### config.mk
export PLATFORM = sky130hd
export DESIGN_NAME = seq_detect_multi_flat
export DESIGN_NICKNAME = d
export VERILOG_FILES = /design/src/rtl/seq_detect_multi_if.sv /design/src/rtl/seq_detect_multi.sv /design/src/flat_wrapper.sv
export SDC_FILE = /design/constraint.sdc
export NUM_CORES = 1
export LEC_CHECK = 0
export ABC_CLOCK_PERIOD_IN_PS = 3900
export CORE_UTILIZATION = 53
export CTS_CLUSTER_DIAMETER = 50
export DETAILED_ROUTE_END_ITERATION = 6
export PLACE_DENSITY = 0.74
export SLEW_MARGIN = 20
export SYNTH_ARGS = -nofsm -noshare
export SYNTH_HDL_FRONTEND = slang
export SYNTH_SLANG_ARGS = --single-unit
### constraint.sdc
create_clock -name clk -period 3.9 [get_ports clk]
set_input_delay 0.78 -clock clk [delete_from_list [all_inputs] [get_ports clk]]
set_output_delay 0.78 -clock clk [all_outputs]
set_load 0.03 [all_outputs]
### src/rtl/seq_detect_multi_if.sv
`default_nettype none
// ============================================================================
// Module   : seq_detect_multi_if
// Brief    : Stream, configuration and status bundle for seq_detect_multi.
//            cfg_mask exists only when SEQ_DETECT_MASK_EN is defined.
// Revision : 1.0 - initial release
// ============================================================================
interface seq_detect_multi_if #(
  parameter int N  = 8,
  parameter int P  = 4,
  parameter int CW = 8
);
  localparam int c_iw = (P > 1) ? $clog2(P) : 1;
  localparam int c_lw = $clog2(N + 1);

  logic            a;
  logic            a_valid;
  logic            overlap;
  logic            cfg_we;
  logic [c_iw-1:0] cfg_idx;
  logic [N-1:0]    cfg_seq;
  logic [c_lw-1:0] cfg_len;
  logic            cfg_en;
`ifdef SEQ_DETECT_MASK_EN
  logic [N-1:0]    cfg_mask;
`endif
  logic            clr_cnt;
  logic            match;
  logic [P-1:0]    match_vec;
  logic [c_iw-1:0] match_idx;
  logic [CW-1:0]   match_cnt;
  logic            cnt_sat;

  modport master (
`ifdef SEQ_DETECT_MASK_EN
    output cfg_mask,
`endif
    output a, a_valid, overlap, cfg_we, cfg_idx, cfg_seq, cfg_len, cfg_en, clr_cnt,
    input  match, match_vec, match_idx, match_cnt, cnt_sat
  );

  modport slave (
`ifdef SEQ_DETECT_MASK_EN
    input  cfg_mask,
`endif
    input  a, a_valid, overlap, cfg_we, cfg_idx, cfg_seq, cfg_len, cfg_en, clr_cnt,
    output match, match_vec, match_idx, match_cnt, cnt_sat
  );
endinterface
`default_nettype wire

### src/rtl/seq_detect_multi.sv
`default_nettype none
// ============================================================================
// Module   : seq_detect_multi
// Brief    : Serial detector matching an N-bit history against P programmable
//            pattern slots. Per-slot don't-care masks under SEQ_DETECT_MASK_EN.
// Revision : 1.0 - initial release
// ============================================================================
module seq_detect_multi #(
  parameter int N  = 8,
  parameter int P  = 4,
  parameter int CW = 8
) (
  input  logic              clk,
  input  logic              reset_n,
  seq_detect_multi_if.slave bus
);
  localparam int              c_iw      = (P > 1) ? $clog2(P) : 1;
  localparam int              c_lw      = $clog2(N + 1);
  localparam logic [c_lw-1:0] c_len_max = c_lw'(N);

  logic [N-1:0]    r_hist;
  logic [c_lw-1:0] r_fill;
  logic [P-1:0]    r_match_vec;
  logic [CW-1:0]   r_cnt;
  logic [N-1:0]    w_hist_nxt;
  logic [c_lw-1:0] w_fill_nxt;
  logic [P-1:0]    w_hits;
  logic [c_iw-1:0] w_idx;

  // Hits are judged on the history as it will look after this edge
  assign w_hist_nxt = bus.a_valid ? {r_hist[N-2:0], bus.a} : r_hist;
  assign w_fill_nxt = (bus.a_valid && (r_fill != c_len_max)) ? r_fill + c_lw'(1) : r_fill;

  for (genvar k = 0; k < P; k++) begin : g_slot
    logic [N-1:0]    r_seq;
    logic [c_lw-1:0] r_len;
    logic            r_en;
    logic [N-1:0]    w_care;

    always_ff @(posedge clk or negedge reset_n) begin
      if (!reset_n) begin
        r_seq <= '0;
        r_len <= c_len_max;
        r_en  <= 1'b0;
      end else if (bus.cfg_we && (bus.cfg_idx == c_iw'(k))) begin
        r_seq <= bus.cfg_seq;
        r_len <= (bus.cfg_len > c_len_max) ? c_len_max : bus.cfg_len;
        r_en  <= bus.cfg_en;
      end
    end

`ifdef SEQ_DETECT_MASK_EN
    logic [N-1:0] r_mask;

    always_ff @(posedge clk or negedge reset_n) begin
      if (!reset_n) begin
        r_mask <= '0;
      end else if (bus.cfg_we && (bus.cfg_idx == c_iw'(k))) begin
        r_mask <= bus.cfg_mask;
      end
    end

    assign w_care = ~({N{1'b1}} << r_len) & ~r_mask;
`else
    assign w_care = ~({N{1'b1}} << r_len);
`endif

    assign w_hits[k] = bus.a_valid && r_en && (r_len != '0) && (w_fill_nxt >= r_len) &&
                       (((w_hist_nxt ^ r_seq) & w_care) == '0);
  end

  always_ff @(posedge clk or negedge reset_n) begin
    if (!reset_n) begin
      r_hist      <= '0;
      r_fill      <= '0;
      r_match_vec <= '0;
      r_cnt       <= '0;
    end else begin
      r_hist      <= w_hist_nxt;
      // Non-overlapping mode restarts the fill so every slot needs fresh bits
      r_fill      <= (!bus.overlap && (|w_hits)) ? '0 : w_fill_nxt;
      r_match_vec <= w_hits;
      if (bus.clr_cnt) begin
        r_cnt <= '0;
      end else if ((|w_hits) && !(&r_cnt)) begin
        r_cnt <= r_cnt + CW'(1);
      end
    end
  end

  always_comb begin
    w_idx = '0;
    for (int i = P - 1; i >= 0; i--) begin
      if (r_match_vec[i]) begin
        w_idx = c_iw'(i);
      end
    end
  end

  assign bus.match     = |r_match_vec;
  assign bus.match_vec = r_match_vec;
  assign bus.match_idx = w_idx;
  assign bus.match_cnt = r_cnt;
  assign bus.cnt_sat   = &r_cnt;
endmodule
`default_nettype wire

### src/flat_wrapper.sv
// flat-port wrapper written by rule: the top's interface ports become plain ports
module seq_detect_multi_flat 
#(
  parameter int N  = 8,
  parameter int P  = 4,
  parameter int CW = 8
)
  (clk, reset_n, bus_a, bus_a_valid, bus_overlap, bus_cfg_we, bus_cfg_idx, bus_cfg_seq, bus_cfg_len, bus_cfg_en, bus_clr_cnt, bus_match, bus_match_vec, bus_match_idx, bus_match_cnt, bus_cnt_sat);
  seq_detect_multi_if #(.N(N), .P(P), .CW(CW)) bus_i ();
  input  logic clk;
  input  logic reset_n;
  input wire logic [$bits(bus_i.a)-1:0] bus_a;
  input wire logic [$bits(bus_i.a_valid)-1:0] bus_a_valid;
  input wire logic [$bits(bus_i.overlap)-1:0] bus_overlap;
  input wire logic [$bits(bus_i.cfg_we)-1:0] bus_cfg_we;
  input wire logic [$bits(bus_i.cfg_idx)-1:0] bus_cfg_idx;
  input wire logic [$bits(bus_i.cfg_seq)-1:0] bus_cfg_seq;
  input wire logic [$bits(bus_i.cfg_len)-1:0] bus_cfg_len;
  input wire logic [$bits(bus_i.cfg_en)-1:0] bus_cfg_en;
  input wire logic [$bits(bus_i.clr_cnt)-1:0] bus_clr_cnt;
  output wire logic [$bits(bus_i.match)-1:0] bus_match;
  output wire logic [$bits(bus_i.match_vec)-1:0] bus_match_vec;
  output wire logic [$bits(bus_i.match_idx)-1:0] bus_match_idx;
  output wire logic [$bits(bus_i.match_cnt)-1:0] bus_match_cnt;
  output wire logic [$bits(bus_i.cnt_sat)-1:0] bus_cnt_sat;
  assign bus_i.a = bus_a;
  assign bus_i.a_valid = bus_a_valid;
  assign bus_i.overlap = bus_overlap;
  assign bus_i.cfg_we = bus_cfg_we;
  assign bus_i.cfg_idx = bus_cfg_idx;
  assign bus_i.cfg_seq = bus_cfg_seq;
  assign bus_i.cfg_len = bus_cfg_len;
  assign bus_i.cfg_en = bus_cfg_en;
  assign bus_i.clr_cnt = bus_clr_cnt;
  assign bus_match = bus_i.match;
  assign bus_match_vec = bus_i.match_vec;
  assign bus_match_idx = bus_i.match_idx;
  assign bus_match_cnt = bus_i.match_cnt;
  assign bus_cnt_sat = bus_i.cnt_sat;
  seq_detect_multi #(.N(N), .P(P), .CW(CW)) u_core (.clk(clk), .reset_n(reset_n), .bus(bus_i));
endmodule
==> results of run 1 <==
==> registers in the layout, summed over array words and instances (netlist names) <==
signal,cells
u_core.g_slot.r_seq,32
u_core.g_slot.r_len,16
u_core.bus.match_cnt,8
u_core.r_hist,8
u_core.bus.match_vec,4
u_core.g_slot.r_en,4
u_core.r_fill,4
==> layer usage <==
layer	wire [microns]	track usage, %
met1	4194	33.61
met5	0	0
met4	208	11.69
met3	491	4.461
met2	4804	43.24
==> path summary, 6_finish.rpt <==
path                                       startpoint  slack [ns]                 endpoint
worst max-delay path                      bus_a_valid        0.35  u_core.bus.match_cnt[3]
worst min-delay path            u_core.g_slot[0].r_en        0.50    u_core.g_slot[0].r_en
max in group asynchronous                     reset_n        2.72         u_core.r_hist[2]
worst max register to register       u_core.r_fill[0]        0.51  u_core.bus.match_cnt[3]
worst min register to register  u_core.g_slot[0].r_en        0.50    u_core.g_slot[0].r_en
min in group asynchronous                     reset_n        0.54  u_core.bus.match_cnt[5]
==> worst reg2reg max path: stages (launching register included) <==
cell and delay, ns:
dfrtp_1 0.42, inv_1 0.11, ha_1 0.15, nand3b_1 0.08, nand2_1 0.11, inv_1 0.07, nand2_1 0.06, o21ai_0 0.07
buf_4 0.16, ha_1 0.27, a21o_1 0.10, a21o_1 0.11, a21oi_1 0.08, nor4_1 0.66, o41ai_2 0.16, buf_4 0.20
or3_1 0.35, a21oi_1 0.15
==> final cells by class <==
cell class	count	area [sq um]
Clock buffer	11	131.4
Clock inverter	5	61.31
Fill cell	585	2502
Inverter	26	97.59
Multi-Input combinational cell	285	2100
Sequential cell	76	1907
Tap cell	99	123.9
Timing Repair Buffer	51	485.5
==> cell families after synthesis <==
group / synth area share, %
xor+xnor: 8.014
mux: 12.05
simple gates: 13.65
compound gates: 10.94
buf+inv: 3.706
fa+ha+maj: 5.725
flops: 45.92
==> layout by cell type (no fill, tap or decap), types with 3 or more instances in the layout <==
cell             synthesis  layout
a21oi_1                 14      14
xor2_1                  11      11
buf_4                    0      14
nor4_1                   3       3
inv_1                   26      26
mux2_2                  31      31
clkbuf_8                 0       9
nor2_1                  14      14
o21a_1                   3       3
o21ai_0                 27      27
nand2b_1                 6       6
clkdlybuf4s50_1          0      36
a31oi_1                  3       3
nand3_1                 10      10
o211ai_1                 3       3
dfrtp_1                 72      72
a21o_1                   4       4
nor3_1                   6       6
xnor2_1                 27      27
dfstp_2                  4       4
or3_1                    6       6
nand3b_1                 4       4
mux2i_4                  4       4
and3_1                   3       3
clkinvlp_4               0       3
ha_1                    19      19
nand2_1                 55      55
mux2i_2                  3       3
==> power by group <==
| part | total [mW] | switching, mW | internal [mW] |
|---|---|---|---|
| registers | 1.09 | 0.159 | 0.932 |
| clock network | 0.615 | 0.316 | 0.299 |
| logic | 1.01 | 0.512 | 0.494 |
==> flow_summary.json, run 1 <==
{
  "outcome": "completed",
  "critPathBufInv": 3,
  "totalWireLength_mm": 9.698,
  "cp-end-kind": "flip-flop",
  "synthToLayoutAreaGrowth_pct": 18.14,
  "period_share_pct": 91.01,
  "cp_cell_sequence": "clkdlybuf4s50_1 > buf_12 > mux2i_4 > xnor2_1 > a31o_1 > a2111o_1 > nor4_4 > o41ai_2 > buf_4 > or3_1 > a21oi_1",
  "ys_ff_latch": 76,
  "power_density_nw_per_um2": 552.7,
  "core_sq_um": 7408,
  "synth_top_area_share_pct": 43.39,
  "place.gp.congestion": 0.9259,
  "synth_ff_type": "dfrtp_1",
  "cts_buffers": 9,
  "cp.arrival_ns": 3.83,
  "cts-root-buf": "clkbuf_8",
  "ant_nets": 0,
  "maxCapViolations": 0,
  "synthTopCellsByArea": "dfrtp_1, mux2_2, ha_1, xnor2_1, nand2_1",
  "setup_tns_ns": 0,
  "yosysMostFrequentCell": "dfrtp_1",
  "r2r_cells": 17,
  "hold_violations": 0,
  "seq_area_frac_synth_pct": 45.92,
  "grt_max_degree": 77,
  "post_cts_buffers": 0,
  "crit_slowest_cell": "clkdlybuf4s50_1",
  "final_cell_area_sq_um": 4906,
  "syn_inst": 398,
  "start_util_pct": 56.05,
  "crit_path_start_kind": "input port",
  "grt-ovfl-total": 0,
  "stdcell_count": 553,
  "fmax_ghz": 0.2817,
  "setup_viol": 0,
  "drt-vias-per-instance": 5.830,
  "min_path_cells": 2,
  "cp.required_ns": 4.18,
  "syn_area_sq_um": 4153,
  "drive_gt1_share_pct": 16.96,
  "placed_area_sq_um": 4713,
  "grt_pass1_vias": 3309,
  "portBuffers": 37,
  "fin_nets": 490,
  "rows": 31,
  "cts_resized": 0,
  "cts.htree.levels": 3,
  "cts_num_sinks": 76,
  "clock_path_buffers": 2,
  "worstPathMaxFanout": 16,
  "insertion_delay_ns": 0.36,
  "grt_pass1_wl_mm": 16.48,
  "fin_util_pct": 66.22,
  "drc": 0,
  "place_hpwl_mm": 7.121,
  "via_count": 3224,
  "critPathKind": "input port to flip-flop",
  "antenna_found_initial": 0,
  "ys_top_cells_by_count": "dfrtp_1, nand2_1, mux2_2, o21ai_0, xnor2_1",
  "dr.pass1.iters": 4,
  "worst_pin_slew_ns": 0.9431,
  "yosysWarnings": 0,
  "ios": 38,
  "finalMaxSlewViolations": 0,
  "antenna_cells": 0,
  "rsz0062_at_grt": "false",
  "synth_enable_flop_cells": 0,
  "whs_ns": 0.4982,
  "wl_per_cell_microns": 17.54,
  "tritoncts": "done",
  "die_area_sq_um": 8193,
  "layout_setup_ws_ns": 0.3506,
  "synth.distinct_cells": 48,
  "total_leakage_power_nw": 2.118,
  "die_w_microns": 90.52,
  "grt_usage_pct": 26.14,
  "irDropWorstVdd_mv": 0.3692,
  "first_iter_violations": 178,
  "worst_clock_skew_ns": 0.008026,
  "slew_headroom_pct": 37.13,
  "p_total_mw": 2.712,
  "clkTransAtPathRegs_ns": 0.09,
  "path_delay_family": "compound AO/OA/AOI/OAI gates",
  "placed_cells": 537,
  "syn_nets": 439,
  "place_ws_ns": -0.01573,
  "holdCritPathClass": "flip-flop to flip-flop",
  "dieHeight_microns": 90.52,
  "cp_num_cells": 11,
  "synth_async_sr_flop_share_pct": 100.0,
  "hold_buffers": 0,
  "synth_area_per_cell_sq_um": 10.43,
  "yosysTopAreaCell": "dfrtp_1",
  "cpPeakStageDelay_ns": 0.52,
  "finalCriticalPeriod_ns": 3.549
}
Power figures use the tool's default switching activity.
==> run 2: changes to the inputs <==
Settings changed: ABC_AREA from default to 1.
==> flow_summary.json, run 2 <==
{
  "outcome": "completed",
  "maxCapViolations": 0,
  "seq_area_frac_synth_pct": 42.17,
  "dr.pass1.iters": 5,
  "antenna_cells": 0,
  "cts.htree.levels": 3,
  "syn_area_sq_um": 4522,
  "synthTopCellsByArea": "dfrtp_1, nand2_1, nand3_1, inv_1, o21ai_0",
  "drc": 0,
  "final_cell_area_sq_um": 5213,
  "fillers": 750,
  "cp.arrival_ns": 2.58,
  "comb_power_share_pct": 35.9,
  "totalWireLength_mm": 11.79,
  "synth_ff_type": "dfrtp_1",
  "critPathKind": "flip-flop to output port",
  "fmax_ghz": 0.2978,
  "p_int_mw": 1.548,
  "setup_tns_ns": 0,
  "p_clk_share_pct": 23.9,
  "cp.required_ns": 3.12,
  "cts_resized": 0,
  "holdCritPathClass": "flip-flop to flip-flop",
  "portBuffers": 37,
  "grt_pass1_vias": 4022,
  "core_sq_um": 8217,
  "crit_path_start_kind": "flip-flop",
  "synth_top_area_share_pct": 39.85,
  "cts_num_sinks": 76,
  "cts_buffers": 9,
  "place.gp.congestion": 0.9115,
  "rsz0062_at_grt": "false",
  "synth_async_sr_flop_share_pct": 100.0,
  "cp-end-kind": "output port",
  "setup_viol": 0,
  "drt-vias-per-instance": 5.462,
  "synth.distinct_cells": 27,
  "hold_buffers": 0,
  "synthMuxAreaShare_pct": 0,
  "die_area_sq_um": 8905,
  "ios": 38,
  "synth_enable_flop_cells": 0,
  "finalCriticalPeriod_ns": 3.358,
  "ys_top_cells_by_count": "nand2_1, inv_1, dfrtp_1, nand3_1, o21ai_0",
  "yosysTopAreaCell": "dfrtp_1",
  "first_iter_violations": 268,
  "antenna_found_initial": 0,
  "start_util_pct": 55.03,
  "worst_pin_slew_ns": 0.9589,
  "placed_area_sq_um": 5021,
  "mostFrequentLayoutCell": "nand2_1",
  "place_hpwl_mm": 8.843,
  "total_leakage_power_nw": 2.714,
  "reg_top3": "u_core.g_slot.r_seq: 32 flops, u_core.g_slot.r_len: 16 flops",
  "drive_gt1_share_pct": 8.610,
  "ys_ff_latch": 76,
  "synthXorXnorAreaFrac_pct": 1.356,
  "yosysMostFrequentCell": "nand2_1",
  "layout_common_cells": "nand2_1, inv_1, dfrtp_1",
  "post_cts_buffers": 0,
  "clock_path_buffers": 2,
  "dieHeight_microns": 94.37,
  "worstPathMaxFanout": 10,
  "synth-simple-area-share_pct": 33.95,
  "synth_top_family_by_area": "simple AND/OR/NAND/NOR gates",
  "yosysWarnings": 0,
  "slew_headroom_pct": 36.07,
  "syn_nets": 652,
  "p_sw_share_pct": 38.65,
  "tritoncts": "done",
  "worst_clock_skew_ns": 0.01266,
  "rows": 33,
  "clkTransAtPathRegs_ns": 0.08,
  "top_register": "u_core.g_slot.r_seq",
  "fin_nets": 698,
  "grt_usage_pct": 29.11,
  "via_count": 4189,
  "die_w_microns": 94.37,
  "largest_reg_flops": 32,
  "power_density_nw_per_um2": 483.9,
  "wl_per_cell_microns": 15.37,
  "synthToLayoutAreaGrowth_pct": 15.27,
  "synth_compound_area_share_pct": 8.301,
  "insertion_delay_ns": 0.36,
  "period_share_pct": 86.11,
  "irDropWorstVdd_mv": 0.2629,
  "grt_pass1_wl_mm": 19.55,
  "ant_nets": 0,
  "hold_violations": 0,
  "syn_inst": 611,
  "cts-root-buf": "clkbuf_8",
  "finalMaxSlewViolations": 0,
  "seqPwrFrac_pct": 40.3,
  "grt-ovfl-total": 0,
  "synth_adder_area_share_pct": 5.257,
  "power.switching_mw": 0.9748,
  "grt_max_degree": 77,
  "synth_area_per_cell_sq_um": 7.401
}
[run 2: cell count changes after synthesis, sizes merged, moves of 6 or more]
cell and change:
nand2 +126, inv +70, mux2 -31, xnor2 -26
or3 -6, nand4 +8, nor2 +36, mux2i -9
nand3b +8, nand3 +64, nand2b -6, o21ai +27
[run 2: per-stage QoR]
step                power, mW  utilization, %  worst slack (ns)  hold slack, ns  instances
floorplan               1.643               -             1.232          0.4534        611
CTS                     2.517           63.44            0.5403          0.5061        767
global route            2.721           63.44            0.3647          0.5387        767
detailed placement      1.919           61.11            0.5855          0.4868        751
global placement        1.881           61.11            0.6392          0.4814        751
finish                  2.522           63.44            0.5418          0.5049        767
[run 2: worst max-delay path, stage by stage (launching register included)]
cell,delay [ns]
dfrtp_1,0.44
ha_1,0.20
nand2_1,0.06
inv_1,0.08
nand2_1,0.08
nor2_1,0.13
nand4_1,0.42
inv_1,0.15
clkdlybuf4s50_1,0.68
[run 2: cell type report]
class | instances | area, sq um | area share [%]
clock buffers | 9 | 123.9 | 2.376
clock inverters | 7 | 67.56 | 1.296
inverters | 96 | 360.3 | 6.913
multi-input cells | 431 | 2210 | 42.39
flip-flops and latches | 76 | 1907 | 36.58
well taps | 105 | 131.4 | 2.520
repair buffers | 43 | 412.9 | 7.921
[run 2: worst paths after layout]
path | endpoint | slack [ns] | startpoint | cells past startpoint
max in group asynchronous | u_core.g_slot[3].r_seq[7] | 2.70 | reset_n | 1
setup reg to reg | u_core.bus.match_cnt[6] | 1.08 | u_core.r_fill[0] | 20
min in group asynchronous | u_core.g_slot[3].r_seq[2] | 0.54 | reset_n | 1
hold reg to reg | u_core.g_slot[3].r_seq[6] | 0.50 | u_core.g_slot[3].r_seq[6] | 2
setup / recovery | bus_cnt_sat | 0.54 | u_core.bus.match_cnt[0] | 8
hold / removal | u_core.g_slot[3].r_seq[6] | 0.50 | u_core.g_slot[3].r_seq[6] | 2
[run 2: routing by layer]
layer | GRT usage (%) | up-vias | routed length, microns
met4 | 12.31 | 0 | 361
met1 | 38.31 | 1975 | 5150
met5 | 0 | - | 0
met2 | 48.07 | 133 | 5678
met3 | 4.026 | 27 | 596
li1 | - | 2054 | -
[run 2: cell families after synthesis]
kind of cell,count (synthesis)
AOI/OAI and AO/OA,71
xor gates and xnor gates,7
adders and majority gates,19
buffers and inverters,104
DFF,76
and+or+nand+nor,334
[run 2: power groups by stage]
stage,combinational [mW],sequential [mW],clock (mW)
finish,0.905,1.02,0.602
global route,1.04,1.03,0.650
CTS,0.901,1.01,0.604
detailed placement,0.894,1.02,0
global placement,0.858,1.02,0
floorplan,0.647,0.996,0
==> run 3: changes to the inputs <==
Settings changed: CTS_BUF_LIST from default to sky130_fd_sc_hd__clkbuf_2 sky130_fd_sc_hd__clkbuf_4 sky130_fd_sc_hd__clkbuf_8, HOLD_SLACK_MARGIN from default to 0.15.
==> results of run 3 <==
No change in the layout: final DEF, timing and power equal those of run 2.
==> variant, RTL diff (flow settings as in run 3) <==
Register the output `bus.cnt_sat`; this adds one clock of latency there.
--- a/src/rtl/seq_detect_multi.sv
+++ b/src/rtl/seq_detect_multi.sv
@@ -103,3 +103,5 @@
   assign bus.match_cnt = r_cnt;
-  assign bus.cnt_sat   = &r_cnt;
+  always_ff @(posedge clk) begin
+    bus.cnt_sat <= &r_cnt;
+  end
 endmodule
Formal check against the unedited RTL: no difference found for any inputs over 4 cycles, from zero or initial values and one cycle with reset_n low; that may be too few to reach the edited logic, so the function may still have changed.
==> variant against run 3 <==
  * Cell area is 2.9% higher
  * Via count is 0.88% higher
  * Total power is 9.3% higher
  * Setup slack better by 0.32 ns
  * Area after synthesis is 1.5% higher
  * Routed wire length is 2.3% higher
  * Synthesized cell count is 1.1% higher
  * Count of clock-buffer cells in the layout is 1 higher
  * Sequential cell count is 1 higher
  * Clock skew is 0.0024 ns lower
==> variant: results (changes against run 3) <==
route:
  routed.top_layer: "met4"
  met3_wirelength_um: 621  # +4.2%
  post_drt_wl_per_cell_um: 15.6  # +1.2%
  met2_length_um: 5620  # -1.1%
  drt-initial-drc-count: 279  # +4.1%
  vias: 4226  # +0.88%
  first_pass_iters: 5  # unchanged
  drt-met1-wl_um: 5400  # +4.9%
outcome:
  status: "finished clean"
critical_path:
  slowest_delay_ns: 0.50  # -0.18 ns
  r2r_slack_ns: 1.03  # -0.05 ns
  worstPathMaxFanout: 8  # -2
  crit_path_end: "u_core.bus.match_cnt[2]"
  r2r_start: "u_core.r_fill[0]"
  cp-startpoint: "bus_a_valid"
  critPathTopFamily: "simple AND/OR/NAND/NOR gates"
  critPathSlowestCell: "clkdlybuf4s50_1"
pwr:
  p_clk_share_pct: 29.3  # +5.4 points
  irDropWorstVdd_v: 0.000267  # +1.7%
  leakage_uw: 0.00281  # +3.5%
  p_total_uw: 2760  # +9.3%
  p_int_uw: 1770  # +14%
  comb_power_share_pct: 33.5  # -2.4 points
global_route:
  grt_use_met2_pct: 47.2  # -0.89 points
  gr-total-overflow: 0  # unchanged
  use_met3_pct: 4.39  # +0.36 points
  grt_pass1_vias: 4025  # +0.075%
  antenna_found_initial: 0  # unchanged
  track_usage_pct: 29.6  # +0.45 points
  grt_max_degree: 77  # unchanged
  grt_first_pass_wirelength_um: 19700  # +0.57%
  met1_usage_pct: 39.2  # +0.93 points
min_path:
  min_from: "u_core.g_slot[0].r_seq[3]"
  hold_depth: 2  # unchanged
  hold_path_end: "u_core.g_slot[0].r_seq[3]"
  worstHoldPathType: "flop to flop"
yosys:
  synthArstFlopShare_pct: 98.7  # -1.3 points
  synthTopCellsByCount: "nand2_1 (168), inv_1 (96), nand3_1 (73)"
  synth.avg_cell_area_um2: 7.43  # +0.34%
  syn-num-nets: 659  # +1.1%
  seq_area_frac_synth_pct: 42.0  # -0.18 points
  synthTopCellsByArea: "dfrtp_1 (39%), nand2_1 (14%), nand3_1 (8.0%), inv_1 (7.9%), o21ai_0 (5.8%)"
  synthDistinctLibCells: 30  # +11%
clock_network:
  cts_buffer_depth: 2  # unchanged
  insertion_delay_ns: 0.36  # about the same
placement:
  pre_cts_ws_ns: 0.515  # -0.0709 ns
  gp_congestion: 1.01  # +11%
  dp_hpwl_um: 9040  # +2.3%
  placed_cells: 759  # +1.1%
  placed_area_um2: 5100  # +1.5%
layout:
  finalNonFillerCells: 775  # +1.0%
  final_nets: 706  # +1.1%
  layout-drive-gt1-share_pct: 8.81  # +0.20 points
sta:
  fin_skew_ns: 0.0103  # -0.00236 ns
  fin_hold_ws_ns: 0.513  # +0.00833 ns
  worst_slew_pin_slew_ns: 0.963  # +0.00419 ns
  post-route-period-util_pct: 77.8  # -8.3 points
==> variant: changes by cell type in the layout (fill, tap and decap cells not counted), sizes merged, moves of 2 or more <==
cell	delta
o21ai	-2
inv	+4
nand2	+5
bufinv	+3
clkinvlp	-3
==> variant: logic make-up (layout without fill, tap and decap cells) <==
group           count (synthesis)  in the layout  synth area share, %
buf+inv                       107            159                 9.11
fa+ha+maj                      19             19                 5.18
xor+xnor                        7              7                 1.34
simple gates                  338            338                 34.1
flops                          77             77                 42.0
compound gates                 70             70                 8.26
==> variant: final cells by class <==
| type | count | area (µm²) |
|---|---|---|
| Fill cell | 727 | 2940 |
| Multi-Input combinational cell | 434 | 2250 |
| Sequential cell | 77 | 1930 |
| Timing Repair Buffer | 43 | 413 |
| Inverter | 100 | 375 |
| Clock inverter | 6 | 134 |
| Clock buffer | 10 | 131 |
| Tap cell | 105 | 131 |
